==> src/rtl/char_rom_arbiter_if.sv <==
// rtl/char_rom_arbiter_if.sv - requester and char ROM signal bundle for char_rom_arbiter
// The arbiter connects through the slave modport; the renderers and ROM connect through the master modport.
interface char_rom_arbiter_if #(
  parameter int ADDR_W = 12,
  parameter int DATA_W = 8
);
  logic              req0;
  logic [ADDR_W-1:0] addr0;
  logic              ack0;
  logic              rvalid0;
  logic [DATA_W-1:0] rdata0;

  logic              req1;
  logic [ADDR_W-1:0] addr1;
  logic              ack1;
  logic              rvalid1;
  logic [DATA_W-1:0] rdata1;

  logic [ADDR_W-1:0] rom_rd_addr;
  logic [DATA_W-1:0] rom_rd_data;

  modport slave (
    input  req0, addr0, req1, addr1, rom_rd_data,
    output ack0, rvalid0, rdata0, ack1, rvalid1, rdata1, rom_rd_addr
  );

  modport master (
    output req0, addr0, req1, addr1, rom_rd_data,
    input  ack0, rvalid0, rdata0, ack1, rvalid1, rdata1, rom_rd_addr
  );
endinterface

==> src/rtl/char_rom_arbiter.sv <==
// rtl/char_rom_arbiter.sv - round-robin sharing of the char ROM read port between two renderers
// One grant per clock; a {valid, idx} tag follows each read so the data returns to its issuer.
module char_rom_arbiter #(
  parameter int ADDR_W = 12,
  parameter int DATA_W = 8
) (
  input  logic                  clk,
  input  logic                  rst_n,
  char_rom_arbiter_if.slave     bus
);

  logic              last;
  logic              tag_valid;
  logic              tag_idx;
  logic [ADDR_W-1:0] hold_addr;
  logic [DATA_W-1:0] rdata0_q;
  logic [DATA_W-1:0] rdata1_q;

  logic              grant0;
  logic              grant1;
  logic              grant_any;
  logic [ADDR_W-1:0] rd_addr;

  // On a tie the requester that was not served last wins; nothing is granted in reset.
  always_comb begin
    grant0 = 1'b0;
    grant1 = 1'b0;
    if (rst_n) begin
      if (bus.req0 && bus.req1) begin
        grant0 = last;
        grant1 = ~last;
      end else begin
        grant0 = bus.req0;
        grant1 = bus.req1;
      end
    end
  end

  assign grant_any = grant0 | grant1;

  // Idle cycles keep presenting the previous address so the ROM address bus does not toggle.
  always_comb begin
    rd_addr = hold_addr;
    if (!rst_n) begin
      rd_addr = '0;
    end else if (grant0) begin
      rd_addr = bus.addr0;
    end else if (grant1) begin
      rd_addr = bus.addr1;
    end
  end

  always_ff @(posedge clk or negedge rst_n) begin
    if (!rst_n) begin
      last      <= 1'b1;
      tag_valid <= 1'b0;
      tag_idx   <= 1'b0;
      hold_addr <= '0;
    end else begin
      tag_valid <= grant_any;
      tag_idx   <= grant1;
      if (grant_any) begin
        last      <= grant1;
        hold_addr <= rd_addr;
      end
    end
  end

  // ROM data arrives the cycle after the grant, alongside the tag that names its owner.
  always_ff @(posedge clk or negedge rst_n) begin
    if (!rst_n) begin
      rdata0_q <= '0;
      rdata1_q <= '0;
    end else if (tag_valid) begin
      if (tag_idx) begin
        rdata1_q <= bus.rom_rd_data;
      end else begin
        rdata0_q <= bus.rom_rd_data;
      end
    end
  end

  assign bus.ack0        = grant0;
  assign bus.ack1        = grant1;
  assign bus.rom_rd_addr = rd_addr;
  assign bus.rvalid0     = tag_valid & ~tag_idx;
  assign bus.rvalid1     = tag_valid &  tag_idx;
  assign bus.rdata0      = rdata0_q;
  assign bus.rdata1      = rdata1_q;

endmodule

==> src/flat_wrapper.sv <==
// flat-port wrapper written by rule: the top's interface ports become plain ports
module char_rom_arbiter_flat 
#(
  parameter int ADDR_W = 12,
  parameter int DATA_W = 8
)
  (clk, rst_n, bus_req0, bus_addr0, bus_req1, bus_addr1, bus_rom_rd_data, bus_ack0, bus_rvalid0, bus_rdata0, bus_ack1, bus_rvalid1, bus_rdata1, bus_rom_rd_addr);
  char_rom_arbiter_if #(.ADDR_W(ADDR_W), .DATA_W(DATA_W)) bus_i ();
  input  logic clk;
  input  logic rst_n;
  input wire logic [$bits(bus_i.req0)-1:0] bus_req0;
  input wire logic [$bits(bus_i.addr0)-1:0] bus_addr0;
  input wire logic [$bits(bus_i.req1)-1:0] bus_req1;
  input wire logic [$bits(bus_i.addr1)-1:0] bus_addr1;
  input wire logic [$bits(bus_i.rom_rd_data)-1:0] bus_rom_rd_data;
  output wire logic [$bits(bus_i.ack0)-1:0] bus_ack0;
  output wire logic [$bits(bus_i.rvalid0)-1:0] bus_rvalid0;
  output wire logic [$bits(bus_i.rdata0)-1:0] bus_rdata0;
  output wire logic [$bits(bus_i.ack1)-1:0] bus_ack1;
  output wire logic [$bits(bus_i.rvalid1)-1:0] bus_rvalid1;
  output wire logic [$bits(bus_i.rdata1)-1:0] bus_rdata1;
  output wire logic [$bits(bus_i.rom_rd_addr)-1:0] bus_rom_rd_addr;
  assign bus_i.req0 = bus_req0;
  assign bus_i.addr0 = bus_addr0;
  assign bus_i.req1 = bus_req1;
  assign bus_i.addr1 = bus_addr1;
  assign bus_i.rom_rd_data = bus_rom_rd_data;
  assign bus_ack0 = bus_i.ack0;
  assign bus_rvalid0 = bus_i.rvalid0;
  assign bus_rdata0 = bus_i.rdata0;
  assign bus_ack1 = bus_i.ack1;
  assign bus_rvalid1 = bus_i.rvalid1;
  assign bus_rdata1 = bus_i.rdata1;
  assign bus_rom_rd_addr = bus_i.rom_rd_addr;
  char_rom_arbiter #(.ADDR_W(ADDR_W), .DATA_W(DATA_W)) u_core (.clk(clk), .rst_n(rst_n), .bus(bus_i));
endmodule
==> config.mk <==
export PLATFORM = sky130hd
export DESIGN_NAME = char_rom_arbiter_flat
export DESIGN_NICKNAME = d
export VERILOG_FILES = /design/src/rtl/char_rom_arbiter_if.sv /design/src/rtl/char_rom_arbiter.sv /design/src/flat_wrapper.sv
export SDC_FILE = /design/constraint.sdc
export NUM_CORES = 1
export LEC_CHECK = 0
export BUFFER_PORTS_ARGS = -buffer_cell sky130_fd_sc_hd__buf_2
export CAP_MARGIN = 20
export CORE_MARGIN = 8
export CORE_UTILIZATION = 37
export CTS_BUF_LIST = sky130_fd_sc_hd__clkbuf_8
export CTS_CLUSTER_SIZE = 25
export DETAILED_ROUTE_END_ITERATION = 16
export PLACE_DENSITY_LB_ADDON = 0.15
export SYNTH_ARGS = -nofsm -noshare
export SYNTH_HDL_FRONTEND = slang
export SYNTH_SLANG_ARGS = --single-unit
==> constraint.sdc <==
create_clock -name clk -period 2.1 [get_ports clk]
set_clock_uncertainty 0.1 [all_clocks]
set_input_delay 0.105 -clock clk [delete_from_list [all_inputs] [get_ports clk]]
set_output_delay 0.105 -clock clk [all_outputs]
set_load 0.05 [all_outputs]
* Word-level counts from Yosys, hierarchy flattened
Cells that the tools add are included.
** Operators by class
- Reductions and logical operators :: 3
- Bitwise logic cells :: 5
- Mux-type cells :: 7
** Operators by type and width (number)
- $mux 12 :: 3
- $mux 1 :: 4
- $reduce_and 2->1 :: 2
- $and 1x1->1 :: 2
- $not 1->1 :: 2
- $logic_and 1x1->1 :: 1
- $or 1x1->1 :: 1
** Word-level totals
- Bits in registers :: 31
- Output and inout bits :: 32

* Logic depth before layout (Yosys ltp)
- Word-level depth :: 6
- Gate-level depth with buffers :: 5

* Worst setup path after synthesis
OpenSTA, ideal clock, no wires.
- Kind :: register to output
- From :: reg u_core.last
- To :: out bus_rom_rd_addr[10]
- Path slack :: -90 ps
- Stages on the path, launching flop included :: 6
- Path buffers :: 2
- Arrival :: 1985 ps
- Cells stage by stage :: dfstp_2 nand2b_1 buf_2 clkbuf_1 o221ai_1 a31oi_1
** Between the ends
- Word-level cells in the longest chain between the ends :: 6
- Elaborated cells between the ends (all ways) :: 8
** RTL lines
- start: declaration :: RTL line char_rom_arbiter.sv:12 : logic last;
- start signal: assignment :: RTL line char_rom_arbiter.sv:63 : last <= grant1;
- $not 1->1 :: RTL line char_rom_arbiter.sv:31 : grant1 = ~last;
- $mux 1 :: RTL line char_rom_arbiter.sv:29 : if (bus.req0 && bus.req1) begin
- $mux 1 :: RTL line char_rom_arbiter.sv:28 : if (rst_n) begin
- $mux 12 :: RTL line char_rom_arbiter.sv:48 : end else if (grant1) begin
- $mux 12 (*) :: RTL line char_rom_arbiter.sv:46 : end else if (grant0) begin
- $mux 12 (*) :: RTL line char_rom_arbiter.sv:44 : if (!rst_n) begin
- end: declaration :: RTL line flat_wrapper.sv:22 : output wire logic [$bits(bus_i.rom_rd_addr)-1:0] bus_rom_rd_addr;
Every way passes the cells marked *; elsewhere a longest branch is shown, timed or not.

* Final worst setup path
- From :: reg u_core.last
- To :: out bus_rom_rd_addr[9]
The elaborated chain is that of the path after synthesis.

==> impl_metrics.ini <==
[outcome]
outcome = completed

[global_routing]
grtUsageTotal_pct = 14.7
antenna_found_initial = 0
grt_pass1_wl_um = 7940
grt_pass1_vias = 1725
grt_max_degree = 26
gr-total-overflow = 0

[placed_design]
gp_congestion = 0.726
numPortBuffers = 67
dp_hpwl_um = 3390
dpl.cell_count = 259

[drt]
drt_iter0_drc = 27
route.detailed.drc = 0
dr.pass1.iters = 4
viasPerCell = 5.28
dr_total_vias = 1580
routed_wl_um = 4740
wl_per_cell_um = 15.8
ant_nets = 0

[power]
p_clk_share_pct = 27.7
vdd_drop_max_v = 0.000315
p_per_area_nw_per_um2 = 851
power_mw = 2.17
power_switching_uw = 795
p_comb_share_pct = 37.7
pwr-share-seq_pct = 34.7
p_int_mw = 1.37
p_sw_share_pct = 36.7
p_leak_nw = 1.23

[clock_tree]
htree_levels = 2
cts_setup_buffers = 0
clock_latency_ns = 0.28
cts_tree = yes
numClockSinks = 31
cts_resized = 0
clkSlewWorstSetupHoldPaths_ns = 0.07
cts_made_buffers = 5
cts.path.max_buffers = 2
cts-root-buf = clkbuf_8
ctsHoldBuffers = 32

[hold_path]
hold_path_class = input pin to flip-flop

[setup_path]
cp-end-kind = output pin
critPathKind = flip-flop to output pin
required_ns = 1.89
worstPathArrival_ns = 1.79
cp_max_fo = 25
startpoint_type = flip-flop

[timing]
min_period_over_period_pct = 95.2
finalSetupViolCount = 0
slew_viol_final = 0
worst_pin_slew_ns = 0.436
rsz0062_at_grt = no
fin_tns_setup_ns = 0
fmax_mhz = 500
worst_hold_slack_ns = 0.0121
hold_viol_final = 0
slew_headroom_pct = 70.9
finalCriticalPeriod_ns = 2.00

[die]
die_y_um = 82.4
rows = 24
die-area_um2 = 6790
ios = 68
start_util_pct = 38.0
core-area_um2 = 4290
die_w_um = 82.4

[synth]
syn_area_per_cell_um2 = 11.5
ys_seq_elements = 31
netlist_instances = 142
yosysTopAreaCellShare_pct = 46.0
ys_seq_area_share_pct = 47.7
yosysTopAreaCell = dfrtp_1
ys_warn_count = 0
synth_area_leaders = dfrtp_1 (46%), mux2_2 (19%), a221o_1 (7.4%)
synth_cell_types = 17
syn_area_um2 = 1630
syn_nets = 178

[cells_and_area]
multi_input_area_um2 = 790
drive_gt1_share_pct = 49.8
register_area_um2 = 777
fill_cells = 362
layout.nets = 282
syn_to_final_growth_pct = 56.3
n_antenna_cell = 0
final_cells = 299
fin_util_pct = 59.4

[flow_run]
drv_cap = 0
-- synth_stat cells, drive strengths merged --
cell type / number
dfrtp: 30
mux2: 28
inv: 15
a221o: 12
a31oi: 12
and2: 12
o221ai: 12
clkbuf: 7
buf: 5
nand2: 2
nand2b: 2
a21o: 1
a21oi: 1
and3: 1
dfstp: 1
o21ai: 1
-- kinds of logic (layout without fill, tap and decap cells) --
family / count (synthesis) / in the layout / share of synthesized area, %
compound gates: 39 / 39 / 19.5
simple gates: 17 / 17 / 6.52
buf+inv: 27 / 132 / 6.98
flops: 31 / 31 / 47.7
mux: 28 / 28 / 19.3
-- sequential cells by signal, summed over array words and instances, names as in the netlist --
register and count:
u_core.bus.rdata0 8, u_core.tag_idx 1, u_core.bus.rdata1 8, u_core.last 1
u_core.tag_valid 1, u_core.hold_addr 12
-- stage by stage --
step	setup WS, ns	area, um^2
after floorplan	0.143	1680
after global placement	0.442	2110
after detailed placement	0.397	2110
after CTS	0.0806	2550
after global routing	0.0114	2550
final	0.100	2550
-- path summary, 6_finish.rpt --
path | startpoint | to | slack, ns | depth (start not counted)
max | u_core.last | bus_rom_rd_addr[9] | 0.10 | 5
min | bus_addr1[10] | u_core.hold_addr[10] | 0.01 | 2
max reg2reg | u_core.last | u_core.hold_addr[8] | 0.55 | 4
min reg2reg | u_core.bus.rdata0[4] | u_core.bus.rdata0[4] | 0.40 | 1
max in group asynchronous | rst_n | u_core.bus.rdata1[0] | 1.17 | 4
min in group asynchronous | rst_n | u_core.tag_valid | 0.16 | 2
-- worst max-delay path: stages (launching register included) --
cell and delay (ns):
dfstp_2 0.54, nand2b_1 0.15, buf_12 0.19, o221ai_1 0.17, a31oi_2 0.18, buf_2 0.29
-- cell usage in the layout, fill, tap and decap left out, drive strengths merged --
cell	instances
a21o	1
a21oi	1
a221o	12
a31oi	12
and2	12
and3	1
buf	77
bufinv	1
clkbuf	6
clkinv	1
dfrtp	30
dfstp	1
dlygate4sd3	32
inv	15
mux2	28
nand2	2
nand2b	2
o21ai	1
o221ai	12
-- power groups by stage --
stage	combinational, mW	sequential [mW]	clock [mW]
floorplan	0.331	0.987	0
CTS	0.824	0.752	0.623
finish	0.817	0.752	0.601
detailed placement	0.777	0.762	0
global route	0.867	0.767	0.648
global placement	0.762	0.755	0
-- metal layers --
layer | global-route usage (%) | routed length, um | vias up | part of all wire [%]
li1 | - | - | 741 | -
met1 | 15.7 | 1900 | 782 | 40
met2 | 26.6 | 2400 | 48 | 51
met3 | 4.76 | 355 | 9 | 7.5
met4 | 5.09 | 80 | 0 | 1.7
met5 | 0 | 0 | - | 0
-- final cells by class --
cell class / count / area share [%]
clock buffers: 6 / 3.24
clock inverters: 2 / 1.37
inverters: 15 / 2.21
multi-input cells: 84 / 31.0
flip-flops and latches: 31 / 30.5
well taps: 52 / 2.55
repair buffers: 109 / 29.2
Note: power is estimated with default switching activity, not from simulation.
